===== src/rtl/kronecker_pkg.sv =====
// Shared constants, share-slice helpers and Boolean-sharing types for the
// d=2 Kronecker delta path of the multiplicative-masking S-box.
package kronecker_pkg;

    localparam int unsigned KD_LAT    = 3;
    localparam int unsigned KD_SHARES = 3;
    localparam int unsigned KD_WIDTH  = 8;
    localparam int unsigned KD_BUS_W  = KD_SHARES * KD_WIDTH;
    localparam int unsigned KD_PRNG_W = 16;

    typedef logic [KD_WIDTH-1:0] kd_share_t;

    // 3-share Boolean-masked byte; s0 occupies the least significant byte.
    typedef struct packed {
        kd_share_t s2;
        kd_share_t s1;
        kd_share_t s0;
    } kd_byte3_t;

    // 3-share Boolean-masked bit; b0 is bit 0.
    typedef struct packed {
        logic b2;
        logic b1;
        logic b0;
    } kd_bit3_t;

    // Lowest bus bit of share idx.
    function automatic int unsigned share_lo(input int unsigned idx);
        return idx * KD_WIDTH;
    endfunction

    // Highest bus bit of share idx.
    function automatic int unsigned share_hi(input int unsigned idx);
        return share_lo(idx) + KD_WIDTH - 1;
    endfunction

    // Flip bit 0 of one share by the matching delta share; upper bits untouched.
    function automatic kd_share_t fix_share(input kd_share_t s, input logic d);
        return {s[KD_WIDTH-1:1], s[0] ^ d};
    endfunction

endpackage


===== src/rtl/kronecker_zero_fix_d2_if.sv =====
// Beat bus between the Kronecker delta unit, the zero-fix stage and its consumer.
interface kronecker_zero_fix_d2_if;
    import kronecker_pkg::*;

    logic                   in_valid;
    kd_byte3_t              shared_inp;
    kd_bit3_t               delta_shares;
    logic [KD_PRNG_W-1:0]   PRNG;
    logic                   out_valid;
    kd_byte3_t              out_shares;
    kd_bit3_t               out_delta;

    // Upstream/environment side: drives beats, delta and randomness.
    modport master (
        output in_valid,
        output shared_inp,
        output delta_shares,
        output PRNG,
        input  out_valid,
        input  out_shares,
        input  out_delta
    );

    // Zero-fix stage side.
    modport slave (
        input  in_valid,
        input  shared_inp,
        input  delta_shares,
        input  PRNG,
        output out_valid,
        output out_shares,
        output out_delta
    );
endinterface


===== src/rtl/share_delay_line.sv =====
// Generic DEPTH x W shift register with async active-low reset; q is stage DEPTH.
module share_delay_line #(
    parameter int unsigned DEPTH = 3,
    parameter int unsigned W     = 8
) (
    input  logic         clk,
    input  logic         rst_n,
    input  logic [W-1:0] d,
    output logic [W-1:0] q
);

    logic [W-1:0] stage_q [DEPTH];

    // Shift one stage per cycle; reset clears every stage.
    always_ff @(posedge clk or negedge rst_n) begin
        if (!rst_n) begin
            for (int unsigned i = 0; i < DEPTH; i++) begin
                stage_q[i] <= '0;
            end
        end else begin
            stage_q[0] <= d;
            for (int unsigned i = 1; i < DEPTH; i++) begin
                stage_q[i] <= stage_q[i-1];
            end
        end
    end

    assign q = stage_q[DEPTH-1];

endmodule


===== src/rtl/kronecker_zero_fix_d2.sv =====
// Zero-correction stage after the d=2 Kronecker delta unit: delays the masked
// byte to meet delta(X) and forces bit 0 so the unmasked result is never zero.
// Optional output share refresh is enabled by defining ZF_REFRESH_EN.
module kronecker_zero_fix_d2
    import kronecker_pkg::*;
(
    input  logic                   clk,
    input  logic                   rst_n,
    kronecker_zero_fix_d2_if.slave bus
);

    kd_byte3_t  data_lat;
    logic [0:0] valid_lat;
    kd_byte3_t  corr_c;

    // Data pipe: stage KD_LAT lines up with delta_shares of the same beat.
    share_delay_line #(
        .DEPTH (KD_LAT),
        .W     (KD_BUS_W)
    ) u_data_dly (
        .clk   (clk),
        .rst_n (rst_n),
        .d     (bus.shared_inp),
        .q     (data_lat)
    );

    // Valid pipe running in parallel with the data pipe.
    share_delay_line #(
        .DEPTH (KD_LAT),
        .W     (1)
    ) u_valid_dly (
        .clk   (clk),
        .rst_n (rst_n),
        .d     (bus.in_valid),
        .q     (valid_lat)
    );

`ifdef ZF_REFRESH_EN
    kd_share_t r0_c;
    kd_share_t r1_c;
    kd_share_t r2_c;

    // Refresh masks; the third is formed from randomness only.
    assign r0_c = bus.PRNG[KD_WIDTH-1:0];
    assign r1_c = bus.PRNG[KD_PRNG_W-1:KD_WIDTH];
    assign r2_c = r0_c ^ r1_c;
`endif

    // Per-share bit-0 correction; each share only sees its own delta share.
    always_comb begin
        corr_c    = data_lat;
        corr_c.s0 = fix_share(data_lat.s0, bus.delta_shares.b0);
        corr_c.s1 = fix_share(data_lat.s1, bus.delta_shares.b1);
        corr_c.s2 = fix_share(data_lat.s2, bus.delta_shares.b2);
`ifdef ZF_REFRESH_EN
        corr_c.s0 = corr_c.s0 ^ r0_c;
        corr_c.s1 = corr_c.s1 ^ r1_c;
        corr_c.s2 = corr_c.s2 ^ r2_c;
`endif
    end

    // Output register: loads only for a valid beat, otherwise holds data.
    always_ff @(posedge clk or negedge rst_n) begin
        if (!rst_n) begin
            bus.out_valid  <= 1'b0;
            bus.out_shares <= '0;
            bus.out_delta  <= '0;
        end else begin
            bus.out_valid <= valid_lat[0];
            if (valid_lat[0]) begin
                bus.out_shares <= corr_c;
                bus.out_delta  <= bus.delta_shares;
            end
        end
    end

endmodule


===== src/flat_wrapper.sv =====
// flat-port wrapper written by rule: the top's interface ports become plain ports
module kronecker_zero_fix_d2_flat import kronecker_pkg::*;
  (clk, rst_n, bus_in_valid, bus_shared_inp, bus_delta_shares, bus_PRNG, bus_out_valid, bus_out_shares, bus_out_delta);
  kronecker_zero_fix_d2_if bus_i ();
  input  logic clk;
  input  logic rst_n;
  input wire logic [$bits(bus_i.in_valid)-1:0] bus_in_valid;
  input wire logic [$bits(bus_i.shared_inp)-1:0] bus_shared_inp;
  input wire logic [$bits(bus_i.delta_shares)-1:0] bus_delta_shares;
  input wire logic [$bits(bus_i.PRNG)-1:0] bus_PRNG;
  output wire logic [$bits(bus_i.out_valid)-1:0] bus_out_valid;
  output wire logic [$bits(bus_i.out_shares)-1:0] bus_out_shares;
  output wire logic [$bits(bus_i.out_delta)-1:0] bus_out_delta;
  assign bus_i.in_valid = bus_in_valid;
  assign bus_i.shared_inp = bus_shared_inp;
  assign bus_i.delta_shares = bus_delta_shares;
  assign bus_i.PRNG = bus_PRNG;
  assign bus_out_valid = bus_i.out_valid;
  assign bus_out_shares = bus_i.out_shares;
  assign bus_out_delta = bus_i.out_delta;
  kronecker_zero_fix_d2 u_core (.clk(clk), .rst_n(rst_n), .bus(bus_i));
endmodule

===== config.mk =====
export PLATFORM = sky130hd
export DESIGN_NAME = kronecker_zero_fix_d2_flat
export DESIGN_NICKNAME = d
export VERILOG_FILES = /design/src/rtl/kronecker_pkg.sv /design/src/rtl/kronecker_zero_fix_d2_if.sv /design/src/rtl/share_delay_line.sv /design/src/rtl/kronecker_zero_fix_d2.sv /design/src/flat_wrapper.sv
export SDC_FILE = /design/constraint.sdc
export NUM_CORES = 1
export LEC_CHECK = 0
export ABC_CLOCK_PERIOD_IN_PS = 2200
export CORE_ASPECT_RATIO = 2
export CORE_MARGIN = 3
export CORE_UTILIZATION = 35
export DETAILED_ROUTE_END_ITERATION = 16
export PLACE_DENSITY = 0.57
export SYNTH_ARGS = -nofsm -noshare
export SYNTH_HDL_FRONTEND = slang
export SYNTH_HIERARCHICAL = 1
export SYNTH_SLANG_ARGS = --single-unit

===== constraint.sdc =====
create_clock -name clk -period 2.2 [get_ports clk]
set_clock_uncertainty 0.05 [all_clocks]
set_input_delay 0.33 -clock clk [delete_from_list [all_inputs] [get_ports clk]]
set_output_delay 0.33 -clock clk [all_outputs]
set_load 0.01 [all_outputs]

==> qor.yml, run 1 <==
grt_pass1_wl_mm: 7.38
setup_tns_ns: 0
synthTopCellsByArea: "dfrtp_1 80%, mux2_4 11%, buf_4 5.6%"
ant_nets: 0
track_usage: 0.0999
leakagePower_nw: 1.81
synth.cell_area_um2: 3200
reg2reg_depth: 2
synth.ff_latch_count: 103
clk_pin_slew_ns: 0.07
hold-path-endpoint: "u_core/u_data_dly/q[8]"
power_density_nw_per_um2: 978
fin_ws_ns: 0.559
cts_buffers: 9
maxCapViolations: 0
final_cell_mix: "102 x dfrtp_1, 56 x clkdlybuf4s50_1, 24 x mux2_4"
post_synth.cell_area_avg_um2: 19.7
status: "finished clean"
peakVddDrop_uv: 549
max_stage_delay_ns: 0.57
die_h_um: 141
row_count: 48
fin_crit_sh: 0.746
hold-worst-slack_ns: 0.296
synth_top_cell_by_area: "dfrtp_1"
wl_mm: 4.47
critPathMaxFanout: 2
cp-start-kind: "register"
endpoint_kind: "output port"
min_period_ns: 1.64
dp_hpwl_mm: 2.90
clockBufferDepth: 2
dp_slack_ns: 0.817
start_util: 0.365
route.vias.total: 1305
routedWlPerCell_um: 14.2
clk_latency_ns: 0.33
fillers: 773
synth_top_area_frac: 0.804
crit_required_ns: 1.82
clockRootBuffer: "clkbuf_16"
path_class: "reg -> out"
antenna_found_initial: 0
nets: 255
syn_nets: 209
pin_count: 74
finalHoldViolCount: 0
mostFrequentLayoutCell: "dfrtp_1"
fp.dieW_um: 73.7
critPathSlowestCell: "clkdlybuf4s50_1"
globalplace.congestion: 0.585
synthCells: 163
first_iter_violations: 48
cts_tree: "built"
drtPass1Iterations: 4
tightest_slew_ns: 0.463
clock_sinks: 103
grt_max_degree: 36
cp_cell_sequence: "clkdlybuf4s50_1"
max-slew-margin-rel: 0.691
cp_num_buf_inv: 1
core_area_um2: 8770
rsz0062_at_grt: "no"
cts_resized: 0
post_drt_via_cell_ratio: 4.16
timing.rr.start: "u_core/u_valid_dly/q"
n_antenna_cell: 0
final_layout_size_suffix_gt1_frac: 0.210
setup_viol: 0
slew_violations: 0
p_total_mw: 3.96
synth_cell_type_count: 7
min_from: "u_core/u_data_dly/stage_q[32]"
grt-ovfl-total: 0
grt_pass1_vias: 1446
port_buffers: 57
cts-htree-levels: 3
max_freq_ghz: 0.609
crit_family: "buffers and inverters"
die-area_um2: 10400
seq_area_frac_synth: 0.804
min_path_type: "reg -> reg"
worst_ep_arrival_time_ns: 1.26
hold_depth: 0
yosysWarnings: 6
reg2reg_slack_ns: 0.83
drc_errors: 0
syn_to_final_growth_pct: 26.4
r2r-end: "u_core/bus.out_shares[5]"
[registers in the layout, indices dropped and copies added (netlist names)]
signal / flops
u_core/bus.out_shares: 24
u_core/u_data_dly/q: 24
u_core/u_data_dly/stage_q: 48
u_core/bus.out_valid: 1
u_core/bus.out_delta: 3
u_core/u_valid_dly/stage_q: 2
u_core/u_valid_dly/q: 1
[synth_stat cells]
| master | count |
|---|---|
| dfrtp_1 | 103 |
| buf_4 | 24 |
| mux2_4 | 24 |
| a21oi_1 | 3 |
| buf_6 | 3 |
| nor2_1 | 3 |
| xnor2_1 | 3 |
[layer usage]
layer / global-route usage / vias up / part of all wire
li1: - / 588 / -
met1: 0.120 / 671 / 0.40
met2: 0.148 / 39 / 0.52
met3: 0.0312 / 7 / 0.055
met4: 0.0716 / 0 / 0.031
met5: 0 / - / 0
[per-stage QoR]
| stage | std cells | utilization | cell area, µm² |
|---|---|---|---|
| floorplan | 163 | - | 3200 |
| global placement | 297 | 0.427 | 3740 |
| detailed placement | 297 | 0.427 | 3740 |
| CTS | 314 | 0.462 | 4050 |
| global route | 314 | 0.462 | 4050 |
| finish | 314 | 0.462 | 4050 |
[report_power, final]
| group | switching, mW | total (mW) | internal, mW |
|---|---|---|---|
| Combinational | 0.116 | 0.327 | 0.211 |
| Clock | 0.652 | 1.57 | 0.913 |
| Sequential | 0.0531 | 2.07 | 2.01 |
| Total | 0.821 | 3.96 | 3.14 |
[final cells by class]
type                            count  area, µm²  area share
Sequential cell                   103       2580       0.637
Timing Repair Buffer               62        633       0.156
Multi-Input combinational cell     33        413       0.102
Clock buffer                       11        243      0.0600
Tap cell                          100        125      0.0309
Clock inverter                      5       56.3      0.0139
[cells by family (layout without fill, tap and decap cells)]
| group | after synthesis | in the layout | share of synthesized area |
|---|---|---|---|
| flip-flops | 103 | 103 | 0.804 |
| buffers and inverters | 27 | 78 | 0.0668 |
| multiplexers | 24 | 24 | 0.112 |
| AO/OA/AOI/OAI | 3 | 3 | 0.00468 |
| XOR/XNOR | 3 | 3 | 0.00820 |
| AND/OR/NAND/NOR | 3 | 3 | 0.00351 |
[how the worst max path moves through the flow]
stage	from	end	slack, ns	cells after the start
final	u_core/bus.out_shares[5]	bus_out_shares[5]	0.56	1
after global routing	u_core/bus.out_shares[15]	bus_out_shares[15]	0.50	1
after CTS	u_core/bus.out_shares[5]	bus_out_shares[5]	0.54	1
after detailed placement	u_core/u_valid_dly/q	u_core/bus.out_shares[12]	0.82	2
after global placement	u_core/u_valid_dly/q	u_core/bus.out_shares[5]	0.83	2
after floorplan	u_core/u_valid_dly/q	u_core/bus.out_delta[0]	1.15	2
[timing repair]
action,in CTS,in global routing
endpoints found under the setup margin,0,0
buffers inserted,0,0
hold endpoints to repair,32,0
hold buffers,1,0
No activity file was read; power rests on OpenSTA's default activity.
==> run 2, diff against run 1 <==
Settings changed: ABC_CLOCK_PERIOD_IN_PS 2200 to 1500, PLACE_DENSITY 0.57 to 0.6.
Clock period 2.2 ns to 1.5 ns, I/O delays scaled along.
==> run 2 against run 1 <==
Net effect:
- design area decreased by 0.71%
- power increased by 39%
- largest cell class unchanged
- critical path depth unchanged
- cell count unchanged
- highest routed layer unchanged
- sequential share of layout area increased by 0.46 points
- largest power group unchanged
- die area unchanged
- sequential cell count unchanged
- global-route usage decreased by 0.65 points
- critical path type unchanged
- hold slack got worse by 0.025 ns
==> qor.yml, run 2 (synthesis gave the netlist of run 1 again) <==
status: "finished clean"  # unchanged
cp_cell_sequence: "clkdlybuf4s50_1"  # unchanged
row_count: 48  # unchanged
path_class: "reg -> out"  # unchanged
pin_count: 74  # unchanged
drc_errors: 0  # unchanged
critPathSlowestCell: "clkdlybuf4s50_1"  # unchanged
tightest_slew_ns: 0.319  # was 0.463 ns
start_util: 0.365  # unchanged
fp.dieW_um: 73.7  # unchanged
slew_violations: 0  # unchanged
setup_viol: 0  # unchanged
grt_pass1_vias: 1324  # was 1,446
grt-ovfl-total: 0  # unchanged
core_area_um2: 8770  # unchanged
crit_required_ns: 1.22  # was 1.82 ns
cp-start-kind: "register"  # unchanged
maxCapViolations: 0  # unchanged
grt_max_degree: 36  # unchanged
clockRootBuffer: "clkbuf_16"  # unchanged
clockBufferDepth: 2  # unchanged
min_period_ns: 1.45
critPathMaxFanout: 1  # was 2
drtPass1Iterations: 4  # unchanged
syn_to_final_growth_pct: 25.5  # was 26.4%
routedWlPerCell_um: 13.4  # was 14.2 µm
port_buffers: 57  # unchanged
mostFrequentLayoutCell: "dfrtp_1"  # unchanged
min_path_type: "in -> async"  # was reg -> reg
die-area_um2: 10400  # unchanged
power_density_nw_per_um2: 1360  # was 978 nW/µm²
fillers: 780  # was 773
nets: 256  # was 255
place_area_um2: 3780  # was 3740 µm²
first_iter_violations: 38  # was 48
final_cell_mix: "102 x dfrtp_1, 29 x clkdlybuf4s50_1, 27 x dlygate4sd2_1"  # was 102 x dfrtp_1, 56 x clkdlybuf4s50_1, 24 x mux2_4
cts_tree: "built"  # unchanged
globalplace.congestion: 0.637  # was 0.585
grt_pass1_wl_mm: 6.98  # was 7.38 mm
largest_register_ffs: 48  # unchanged
post_drt_via_cell_ratio: 4.05  # was 4.16
clk_pin_slew_ns: 0.06  # was 0.07 ns
track_usage: 0.0935  # was 0.0999
hold-worst-slack_ns: 0.270  # was 0.296 ns
cp_num_buf_inv: 1  # unchanged
endpoint_kind: "output port"  # unchanged
route.vias.total: 1272  # was 1,305
worst_ep_arrival_time_ns: 1.18  # was 1.26 ns
clock_sinks: 103  # unchanged
leakagePower_nw: 1.85  # was 1.81 nW
rsz0062_at_grt: "no"  # unchanged
peakVddDrop_uv: 693  # was 549 µV
cts_buffers: 9  # unchanged
clk_latency_ns: 0.33  # about the same
finalInstanceArea_um2: 4020  # was 4050 µm²
cts-htree-levels: 3  # unchanged
antenna_found_initial: 0  # unchanged
max-slew-margin-rel: 0.787  # was 0.691
cts_setup_buffers: 0  # unchanged
n_antenna_cell: 0  # unchanged
finalHoldViolCount: 0  # unchanged
wl_mm: 4.19  # was 4.47 mm
ant_nets: 0  # unchanged
fin_crit_sh: 0.967
max_stage_delay_ns: 0.52  # was 0.57 ns
setup_tns_ns: 0  # unchanged
final_layout_size_suffix_gt1_frac: 0.196  # was 0.210
die_h_um: 141  # unchanged
dp_hpwl_mm: 2.79  # was 2.90 mm
regMostFlops: "u_core/u_data_dly/stage_q"  # unchanged
max_freq_ghz: 0.689
crit_family: "buffers and inverters"  # unchanged
## run 2: layout make-up
class,instances,area (µm²),area share
repair buffers,63,644,0.160
clock inverters,1,5.00,0.00124
well taps,100,125,0.0311
flip-flops and latches,103,2580,0.641
clock buffers,14,254,0.0632
multi-input cells,33,413,0.103
## run 2: repair_timing
action	in CTS	in global routing
endpoints found under the hold margin	34	0
gates resized for setup	27	0
setup endpoints to repair	27	0
hold buffers	1	0
## run 2: path summary, 6_finish.rpt
kind,startpoint,to,slack [ns],cells past startpoint
worst max-delay path,u_core/bus.out_valid,bus_out_valid,0.05,1
worst min-delay path,rst_n,u_core/bus.out_shares[17],0.27,2
worst max register to register,u_core/u_valid_dly/q,u_core/bus.out_shares[7],0.25,2
worst min register to register,u_core/u_data_dly/stage_q[26],u_core/u_data_dly/q[2],0.29,0
max in group asynchronous,rst_n,u_core/u_data_dly/q[22],0.66,3
min in group clk,bus_shared_inp[20],u_core/u_data_dly/stage_q[68],0.28,1
## run 2: through the flow
step           setup WS [ns]  cells  total power, mW   util
2_1_floorplan          0.452    163             3.29      -
3_3_place_gp           0.261    298             3.58  0.432
3_5_place_dp           0.243    298             3.59  0.432
4_1_cts               0.0247    314             5.59  0.458
5_1_grt               0.0154    314             5.74  0.458
6_report              0.0497    314             5.49  0.458
## run 2: metal layers
layer / global-route usage / wire [µm]
met1: 0.112 / 1590
met2: 0.137 / 2200
met3: 0.0284 / 243
met4: 0.0716 / 163
met5: 0 / 0
## run 2: report_power, final
part | leakage, nW | switching [mW] | internal [mW]
registers | 1.20 | 0.0725 | 2.96
clock network | 0.127 | 0.858 | 1.16
logic | 0.524 | 0.172 | 0.269
==> run 3, diff against run 2 <==
Settings changed: CAP_MARGIN set to 20.
==> results of run 3 <==
Final layout, timing and power as in run 2 (identical DEF).
